## src/rtl/abstract_cmd_encoder_pkg.sv

```systemverilog
// Shared debug types: encoder FSM states, cmderr codes, regno ranges and
// RV32I SYSTEM-instruction field constants.
package abstract_cmd_encoder_pkg;

  typedef enum logic [1:0] {
    ST_IDLE  = 2'd0,
    ST_ISSUE = 2'd1,
    ST_WAIT  = 2'd2,
    ST_RESP  = 2'd3
  } state_t;

  typedef enum logic [2:0] {
    CMDERR_NONE      = 3'd0,
    CMDERR_NOTSUP    = 3'd2,
    CMDERR_EXCEPTION = 3'd3
  } cmderr_t;

  localparam logic [15:0] CSR_REGNO_FIRST = 16'h0000;
  localparam logic [15:0] CSR_REGNO_LAST  = 16'h0FFF;
  localparam logic [15:0] GPR_REGNO_FIRST = 16'h1000;
  localparam logic [15:0] GPR_REGNO_LAST  = 16'h101F;

  localparam logic [2:0] FUNCT3_CSRRW  = 3'b001;
  localparam logic [2:0] FUNCT3_CSRRS  = 3'b010;
  localparam logic [6:0] OPCODE_SYSTEM = 7'h73;

  localparam logic [2:0] AARSIZE_32 = 3'd2;

endpackage

```

## src/rtl/abstract_cmd_encoder_csr_insn_builder.sv

```systemverilog
// Packs CSR-instruction fields into a 32-bit RV32I SYSTEM instruction word.
module csr_insn_builder
  import abstract_cmd_encoder_pkg::*;
(
  input  logic [11:0] csr,
  input  logic [4:0]  rs1,
  input  logic [4:0]  rd,
  input  logic [2:0]  funct3,
  output logic [31:0] insn
);

  assign insn = {csr, rs1, funct3, rd, OPCODE_SYSTEM};

endmodule

```

## src/rtl/abstract_cmd_encoder.sv

```systemverilog
// Turns abstract access-register commands into CSRRW/CSRRS sequences that move
// data between GPRs/CSRs and the debug scratch CSRs, then reports cmderr.
module abstract_cmd_encoder
  import abstract_cmd_encoder_pkg::*;
#(
  parameter logic [11:0] DSCRATCH0 = 12'h7B2,
  parameter logic [11:0] DSCRATCH1 = 12'h7B3,
  parameter logic [4:0]  TMP_REG   = 5'd8
) (
  input  logic        CLK,
  input  logic        RST,
  input  logic        cmd_valid,
  output logic        cmd_ready,
  input  logic [15:0] cmd_regno,
  input  logic        cmd_write,
  input  logic [2:0]  cmd_aarsize,
  input  logic        cmd_transfer,
  output logic        insn_valid,
  output logic [31:0] insn,
  input  logic        insn_ready,
  input  logic        insn_retired,
  input  logic        insn_exception,
  output logic        resp_valid,
  output logic [2:0]  resp_err
);

  state_t      state, state_nxt;
  logic [1:0]  step, step_nxt;
  logic [1:0]  last_step, last_step_nxt;
  cmderr_t     err, err_nxt;
  logic [11:0] regno, regno_nxt;
  logic        write, write_nxt;
  logic        is_csr, is_csr_nxt;

  logic        cmd_is_csr;
  logic        cmd_is_gpr;
  logic        cmd_legal;
  logic [11:0] sel_csr;
  logic [4:0]  sel_rs1;
  logic [4:0]  sel_rd;
  logic [2:0]  sel_funct3;
  logic [31:0] built_insn;

  assign cmd_is_csr = (cmd_regno >= CSR_REGNO_FIRST) && (cmd_regno <= CSR_REGNO_LAST);
  assign cmd_is_gpr = (cmd_regno >= GPR_REGNO_FIRST) && (cmd_regno <= GPR_REGNO_LAST);
  assign cmd_legal  = (cmd_aarsize == AARSIZE_32) && (cmd_is_csr || cmd_is_gpr);

  // State and captured-command registers
  always_ff @(posedge CLK or posedge RST) begin
    if (RST) begin
      state     <= ST_IDLE;
      step      <= 2'd0;
      last_step <= 2'd0;
      err       <= CMDERR_NONE;
      regno     <= 12'd0;
      write     <= 1'b0;
      is_csr    <= 1'b0;
    end else begin
      state     <= state_nxt;
      step      <= step_nxt;
      last_step <= last_step_nxt;
      err       <= err_nxt;
      regno     <= regno_nxt;
      write     <= write_nxt;
      is_csr    <= is_csr_nxt;
    end
  end

  // Next-state and sequencing logic
  always_comb begin
    state_nxt     = state;
    step_nxt      = step;
    last_step_nxt = last_step;
    err_nxt       = err;
    regno_nxt     = regno;
    write_nxt     = write;
    is_csr_nxt    = is_csr;
    case (state)
      ST_IDLE: begin
        if (cmd_valid) begin
          regno_nxt     = cmd_regno[11:0];
          write_nxt     = cmd_write;
          is_csr_nxt    = cmd_is_csr;
          step_nxt      = 2'd0;
          last_step_nxt = cmd_is_csr ? 2'd3 : 2'd0;
          if (!cmd_legal) begin
            err_nxt   = CMDERR_NOTSUP;
            state_nxt = ST_RESP;
          end else if (!cmd_transfer) begin
            err_nxt   = CMDERR_NONE;
            state_nxt = ST_RESP;
          end else begin
            err_nxt   = CMDERR_NONE;
            state_nxt = ST_ISSUE;
          end
        end else begin
          state_nxt = ST_IDLE;
        end
      end
      ST_ISSUE: begin
        if (insn_ready) begin
          state_nxt = ST_WAIT;
        end else begin
          state_nxt = ST_ISSUE;
        end
      end
      ST_WAIT: begin
        // A trap mid-CSR-access still has to restore the temporary GPR
        if (insn_exception) begin
          err_nxt = CMDERR_EXCEPTION;
          if (is_csr && ((step == 2'd1) || (step == 2'd2))) begin
            step_nxt  = 2'd3;
            state_nxt = ST_ISSUE;
          end else begin
            state_nxt = ST_RESP;
          end
        end else if (insn_retired) begin
          if (step == last_step) begin
            state_nxt = ST_RESP;
          end else begin
            step_nxt  = step + 2'd1;
            state_nxt = ST_ISSUE;
          end
        end else begin
          state_nxt = ST_WAIT;
        end
      end
      ST_RESP: state_nxt = ST_IDLE;
      default: state_nxt = ST_IDLE;
    endcase
  end

  // Instruction field selection for the current step
  always_comb begin
    sel_csr    = DSCRATCH0;
    sel_rs1    = 5'd0;
    sel_rd     = 5'd0;
    sel_funct3 = FUNCT3_CSRRW;
    if (!is_csr) begin
      if (write) begin
        sel_rd     = regno[4:0];
        sel_funct3 = FUNCT3_CSRRS;
      end else begin
        sel_rs1 = regno[4:0];
      end
    end else begin
      case (step)
        2'd0: begin
          sel_csr = DSCRATCH1;
          sel_rs1 = TMP_REG;
        end
        2'd1: begin
          sel_csr    = write ? DSCRATCH0 : regno;
          sel_rd     = TMP_REG;
          sel_funct3 = FUNCT3_CSRRS;
        end
        2'd2: begin
          sel_csr = write ? regno : DSCRATCH0;
          sel_rs1 = TMP_REG;
        end
        2'd3: begin
          sel_csr    = DSCRATCH1;
          sel_rd     = TMP_REG;
          sel_funct3 = FUNCT3_CSRRS;
        end
        default: begin
          sel_csr = DSCRATCH1;
          sel_rd  = TMP_REG;
        end
      endcase
    end
  end

  csr_insn_builder u_builder (
    .csr    (sel_csr),
    .rs1    (sel_rs1),
    .rd     (sel_rd),
    .funct3 (sel_funct3),
    .insn   (built_insn)
  );

  // Outputs decoded from registered state only
  always_comb begin
    cmd_ready  = (state == ST_IDLE);
    insn_valid = (state == ST_ISSUE);
    resp_valid = (state == ST_RESP);
    if (state == ST_ISSUE) begin
      insn = built_insn;
    end else begin
      insn = 32'h0;
    end
    if (state == ST_RESP) begin
      resp_err = err;
    end else begin
      resp_err = 3'd0;
    end
  end

endmodule

```

## config.mk

```make
export PLATFORM = sky130hd
export DESIGN_NAME = abstract_cmd_encoder
export DESIGN_NICKNAME = d
export VERILOG_FILES = /design/src/rtl/abstract_cmd_encoder_pkg.sv /design/src/rtl/abstract_cmd_encoder_csr_insn_builder.sv /design/src/rtl/abstract_cmd_encoder.sv
export SDC_FILE = /design/constraint.sdc
export NUM_CORES = 1
export LEC_CHECK = 0
export CORE_ASPECT_RATIO = 1.25
export CORE_MARGIN = 5
export CORE_UTILIZATION = 35
export CTS_CLUSTER_DIAMETER = 200
export DETAILED_ROUTE_END_ITERATION = 6
export GPL_ROUTABILITY_DRIVEN = 0
export PLACE_DENSITY = 0.79
export SYNTH_ARGS = -nofsm -noshare
export SYNTH_HDL_FRONTEND = slang
export SYNTH_SLANG_ARGS = --single-unit
```

## constraint.sdc

```tcl
create_clock -name CLK -period 1.78 [get_ports CLK]
set_input_delay 0.267 -clock CLK [delete_from_list [all_inputs] [get_ports CLK]]
set_output_delay 0.267 -clock CLK [all_outputs]
set_load 0.01 [all_outputs]
```

==> results.tsv, run 1 <==
metric	value	unit
maxSlewViolCount	0	
core.rowCount	25	
syn_avg_cell_area	7.784	µm²
grt.overflow.total	0	
status	complete, but fails checks	
critical_path_depth	9	
worstPathRequired	1.51	ns
dr.pass1.iters	5	
final_nets	277	
dp_slack	-0.3616	ns
syn_area	0.001339	mm²
synth.distinct_cells	41	
layout_commonest_cell	nand2_1	
path_cells	inv_2, ha_4, buf_6, nor2_4, a21oi_2, buf_6, nor2_4, o21ai_2, buf_2	
dp_hpwl	2.925	mm
boundaryPins	65	
rsz0062_at_grt	yes	
critPathLaunchType	register	
die_h	79.15	µm
worst_hold_path_type	input port to asynchronous set/reset pin	
nFillCells	325	
path_buf_inv	4	
initialDrtViolationCount	39	
finalSetupViolCount	12	
clockBufferDepth	2	
clkTransAtPathRegs	0.08	ns
async_reset_ff_frac	1.000	
power.leakage	1.104	nW
setup_ws	-0.1914	ns
grt_max_degree	21	
routed_wl	3.842	mm
most-common-layout-cells	nand2_1, clkdlybuf4s50_1, dfrtp_1, buf_4, nor2_1	
ys.flop_type	dfrtp_1	
area_growth	67.48	%
grt_pass1_wl	6.085	mm
endpoint_kind	output port	
vias	1417	
cpPeakStageDelay	0.43	ns
total_power	0.003584	W
via_per_inst	4.972	
synth-edff-count	0	
ff2ff_path_depth	7	
synthCells	172	
wl_per_cell	13.48	µm
hold_viol	0	
clockRootBuffer	clkbuf_8	
drc	0	
placed_area	0.002052	mm²
violations	negative setup slack	
hold_ws	0.3273	ns
critPathKind	register to output port	
die_area	0.005169	mm²
htreeDepth	1	
clkSinkCount	20	
fmax	507.2	MHz
power_density	1598	mW/mm²
cap_violations	0	
die_w	65.32	µm
finalInstanceArea	0.002242	mm²
n_antenna_cell	0	
cp_max_fo	7	
core_area	0.003754	mm²
final_cells	285	
synth_seq_area_share	0.3738	
skew	0.004801	ns
cts_tree	done	
grt_pass1_vias	1332	
ant_nets	0	
slowest_stage	dfrtp_1	
yosys_warnings	0	
period_needed	1.971	ns
insertion_delay	0.26	ns
final_layout_size_suffix_gt1_frac	0.2898	
numCtsBuffers	3	
dp_cells	279	
crit_family	buffers and inverters	
ir_worst_vdd	0.4950	mV
initial_utilization	0.3567	
ys_ff_latch	20	
track_usage	0.1495	
antenna_found_initial	0	
cp.arrival	1.70	ns
min_period_over_period	1.108	
port_buffers	60	
routing by layer:
layer / vias to the layer above / share of wire / GRT usage
li1: 703 / - / -
met4: 0 / 0.019 / 0.04357
met1: 659 / 0.40 / 0.1765
met2: 48 / 0.53 / 0.2786
met5: - / 0 / 0
met3: 7 / 0.055 / 0.01697
area by class of cell:
type                    instances  area [µm²]  share of cell area
well taps                      40       50.05             0.02232
clock buffers                   3       41.29             0.01842
flip-flops and latches         20       503.0              0.2243
multi-input cells             135       858.3              0.3828
repair buffers                 81       738.2              0.3292
inverters                       5       21.27            0.009487
clock inverters                 1       30.03             0.01339
cell usage after synthesis, types with 2 or more instances:
| master | n | area [µm²] |
|---|---|---|
| nor2b_1 | 2 | 12.51 |
| clkbuf_1 | 2 | 7.510 |
| nand2_1 | 44 | 165.2 |
| ha_1 | 4 | 50.05 |
| nor2_1 | 19 | 71.32 |
| and2_1 | 6 | 37.54 |
| nand2b_1 | 4 | 25.02 |
| o21ai_1 | 8 | 40.04 |
| a21oi_1 | 5 | 25.02 |
| o21ai_0 | 4 | 20.02 |
| and3_1 | 10 | 62.56 |
| buf_2 | 2 | 10.01 |
| inv_1 | 4 | 15.01 |
| dfrtp_1 | 20 | 500.5 |
| o41ai_1 | 2 | 17.52 |
| buf_4 | 10 | 75.07 |
| mux2i_1 | 2 | 20.02 |
worst register-to-register path, delay by kind of cell (launching register included):
| kind | cells | cell delay, ns |
|---|---|---|
| buffers and inverters | 2 | 0.18 |
| AOI/OAI and AO/OA | 2 | 0.38 |
| and+or+nand+nor | 1 | 0.12 |
| adders and majority gates | 1 | 0.29 |
| muxes | 1 | 0.21 |
| DFF | 1 | 0.41 |
timing repair:
item,in CTS,in global routing
resized for setup,95,32
endpoints found under the setup margin,30,26
hold endpoints to repair,0,0
buffers inserted,1,1
pin swaps,8,10
hold buffers,0,0
path summary, 6_finish.rpt:
check,start,end,slack (ns)
min in group CLK,regno[6],regno[6],0.48
max in group asynchronous,RST,last_step[0],1.21
max reg2reg,step[0],step[0],0.10
min,RST,regno[4],0.33
min reg2reg,regno[6],regno[6],0.48
max,step[1],insn[30],-0.19
power breakdown:
| group | leakage, nW | internal (W) | switching [W] |
|---|---|---|---|
| Clock | 0.0357 | 0.000300 | 0.000152 |
| Sequential | 0.246 | 0.000664 | 0.000186 |
| Combinational | 0.823 | 0.00113 | 0.00115 |
registers in the layout (all words and copies together), names as in the netlist:
signal and count:
write 1, state 2, regno 12, err 2
step 2, last_step 1
cells by family after synthesis:
logic type                 count (synthesis)  synth area share
buffers and inverters                     20           0.09158
muxes                                      2           0.01495
adders and majority gates                  4           0.03738
AOI/OAI and AO/OA                         28            0.1383
and+or+nand+nor                           96            0.3346
other                                      1          0.002801
DFF                                       20            0.3738
xor gates and xnor gates                   1          0.006543
metrics by stage:
| stage | utilization | setup TNS [ns] |
|---|---|---|
| 2_1_floorplan | - | 0 |
| 3_3_place_gp | 0.5467 | -4.029 |
| 3_5_place_dp | 0.5467 | -4.647 |
| 4_1_cts | 0.5690 | -1.921 |
| 5_1_grt | 0.5973 | -2.725 |
| 6_report | 0.5973 | -1.879 |
(Power assumes the default switching activity.)
==> inputs of run 2 (changes only) <==
--- a/config.mk
+++ b/config.mk
@@ -7,11 +7,11 @@
 export LEC_CHECK = 0
 export CORE_ASPECT_RATIO = 1.25
 export CORE_MARGIN = 5
-export CORE_UTILIZATION = 35
+export CORE_UTILIZATION = 40
 export CTS_CLUSTER_DIAMETER = 200
 export DETAILED_ROUTE_END_ITERATION = 6
 export GPL_ROUTABILITY_DRIVEN = 0
-export PLACE_DENSITY = 0.79
+export PLACE_DENSITY = 0.87
 export SYNTH_ARGS = -nofsm -noshare
 export SYNTH_HDL_FRONTEND = slang
 export SYNTH_SLANG_ARGS = --single-unit
==> run 2 against run 1 <==
The run still ends with negative setup slack left. Setup slack worse by 0.030 ns. Non-clock buffer count increased by 7. Die area shrank 11%. Register-to-register slack worse by 0.05 ns. Final area down 1.9%. Hold slack improved by 0.020 ns. Sequential cell count did not move. Wire length up 6.4%. Critical path type unchanged. Critical endpoint unchanged.
==> results.tsv, run 2 (synthesis results as in run 1) <==
metric	value	unit
status	complete, but fails checks	
violations	negative setup slack	
final_layout_size_suffix_gt1_frac	0.3386	
die_h	74.68	µm
clkSinkCount	20	
cp.arrival	1.73	ns
rsz0062_at_grt	yes	
dp_cells	277	
via_per_inst	5.090	
min_period_over_period	1.124	
ant_nets	0	
routed_wl	4.086	mm
dp_hpwl	2.818	mm
vias	1466	
critPathLaunchType	register	
dr.pass1.iters	4	
grt_max_degree	21	
final_nets	284	
cp_max_fo	7	
die_area	0.004611	mm²
n_antenna_cell	0	
clockRootBuffer	clkbuf_8	
insertion_delay	0.26	ns
power.leakage	1.152	nW
hold_viol	0	
wl_per_cell	14.19	µm
setup_ws	-0.2209	ns
grt.overflow.total	0	
path_cells	inv_2, ha_4, buf_6, o31ai_4, buf_6, o21ai_1, buf_2	
seqCellArea	503.0	µm²
most-common-layout-cells	nand2_1, clkdlybuf4s50_1, buf_4, dfrtp_1, nor2_1	
clockBufferDepth	2	
multi_input_area	845.8	µm²
maxSlewViolCount	0	
cts_tree	done	
finalInstanceArea	0.002200	mm²
finalSetupViolCount	11	
hold_ws	0.3474	ns
largest_reg_flops	12	
die_w	61.75	µm
layout_commonest_cell	nand2_1	
crit_family	buffers and inverters	
critPathKind	register to output port	
period_needed	2.001	ns
drc	0	
ir_worst_vdd	0.8783	mV
cap_violations	0	
endpoint_kind	output port	
initialDrtViolationCount	60	
power_density	1570	mW/mm²
finalSetupTns	-1.844	ns
core_area	0.003223	mm²
dp_slack	-0.3835	ns
antenna_found_initial	0	
grt_pass1_wl	6.210	mm
skew	0.005800	ns
cp_common_cell	buf_6	
top_register	regno	
path_buf_inv	4	
boundaryPins	65	
cpPeakStageDelay	0.45	ns
hold_buffers	0	
nFillCells	262	
worstPathRequired	1.51	ns
slowest_stage	dfrtp_2	
track_usage	0.1801	
clkTransAtPathRegs	0.07	ns
fmax	499.8	MHz
port_buffers	60	
worst_hold_path_type	input port to asynchronous set/reset pin	
area_growth	64.30	%
core.rowCount	23	
numCtsBuffers	3	
final_cells	288	
grt_pass1_vias	1339	
placed_area	0.002043	mm²
htreeDepth	1	
initial_utilization	0.4154	
-- run 2: cell type report --
class / instances / share of cell area
inverters: 5 / 0.009670
flip-flops and latches: 20 / 0.2287
clock buffers: 3 / 0.01877
multi-input cells: 135 / 0.3845
well taps: 37 / 0.02105
repair buffers: 88 / 0.3373
-- run 2: final timing paths --
| path | start | to | slack, ns | cells after the start |
|---|---|---|---|---|
| setup / recovery | step[0] | insn[30] | -0.22 | 7 |
| hold / removal | RST | regno[4] | 0.35 | 3 |
| min in group CLK | regno[11] | regno[11] | 0.48 | 2 |
| max in group asynchronous | RST | last_step[0] | 1.20 | 3 |
| hold reg to reg | regno[11] | regno[11] | 0.48 | 2 |
| setup reg to reg | step[0] | step[0] | 0.05 | 8 |
-- run 2: metal layers --
metal  GRT usage  up-vias  share of wire
met2      0.3143       60           0.53
li1            -      728              -
met4     0.08491        0          0.025
met3     0.01544        8          0.077
met5           0        -              0
met1      0.2192      670           0.37
-- run 2: worst reg2reg max path: stages, from the launching register on --
cell	delay, ns
dfrtp_2	0.42
inv_2	0.07
buf_4	0.13
buf_4	0.14
ha_1	0.29
or2_1	0.22
o2111ai_2	0.12
o21ai_4	0.10
mux2i_1	0.13
-- run 2: per-stage QoR --
step,power [W],util
6_report,0.003453,0.6825
5_1_grt,0.003730,0.6825
4_1_cts,0.003326,0.6665
3_5_place_dp,0.002935,0.6339
3_3_place_gp,0.002880,0.6339
2_1_floorplan,0.001938,-
-- run 2: timing repair --
item / CTS / global route
gates resized for setup: 99 / 35
pin swaps: 10 / 4
setup buffers: 5 / 3
setup endpoints to repair: 31 / 28
-- run 2: power breakdown --
group          total (W)  internal, W  switching (W)
Combinational    0.00230      0.00114        0.00116
Sequential      0.000856     0.000664       0.000191
Clock           0.000293     0.000151       0.000142
Total            0.00345      0.00196        0.00150
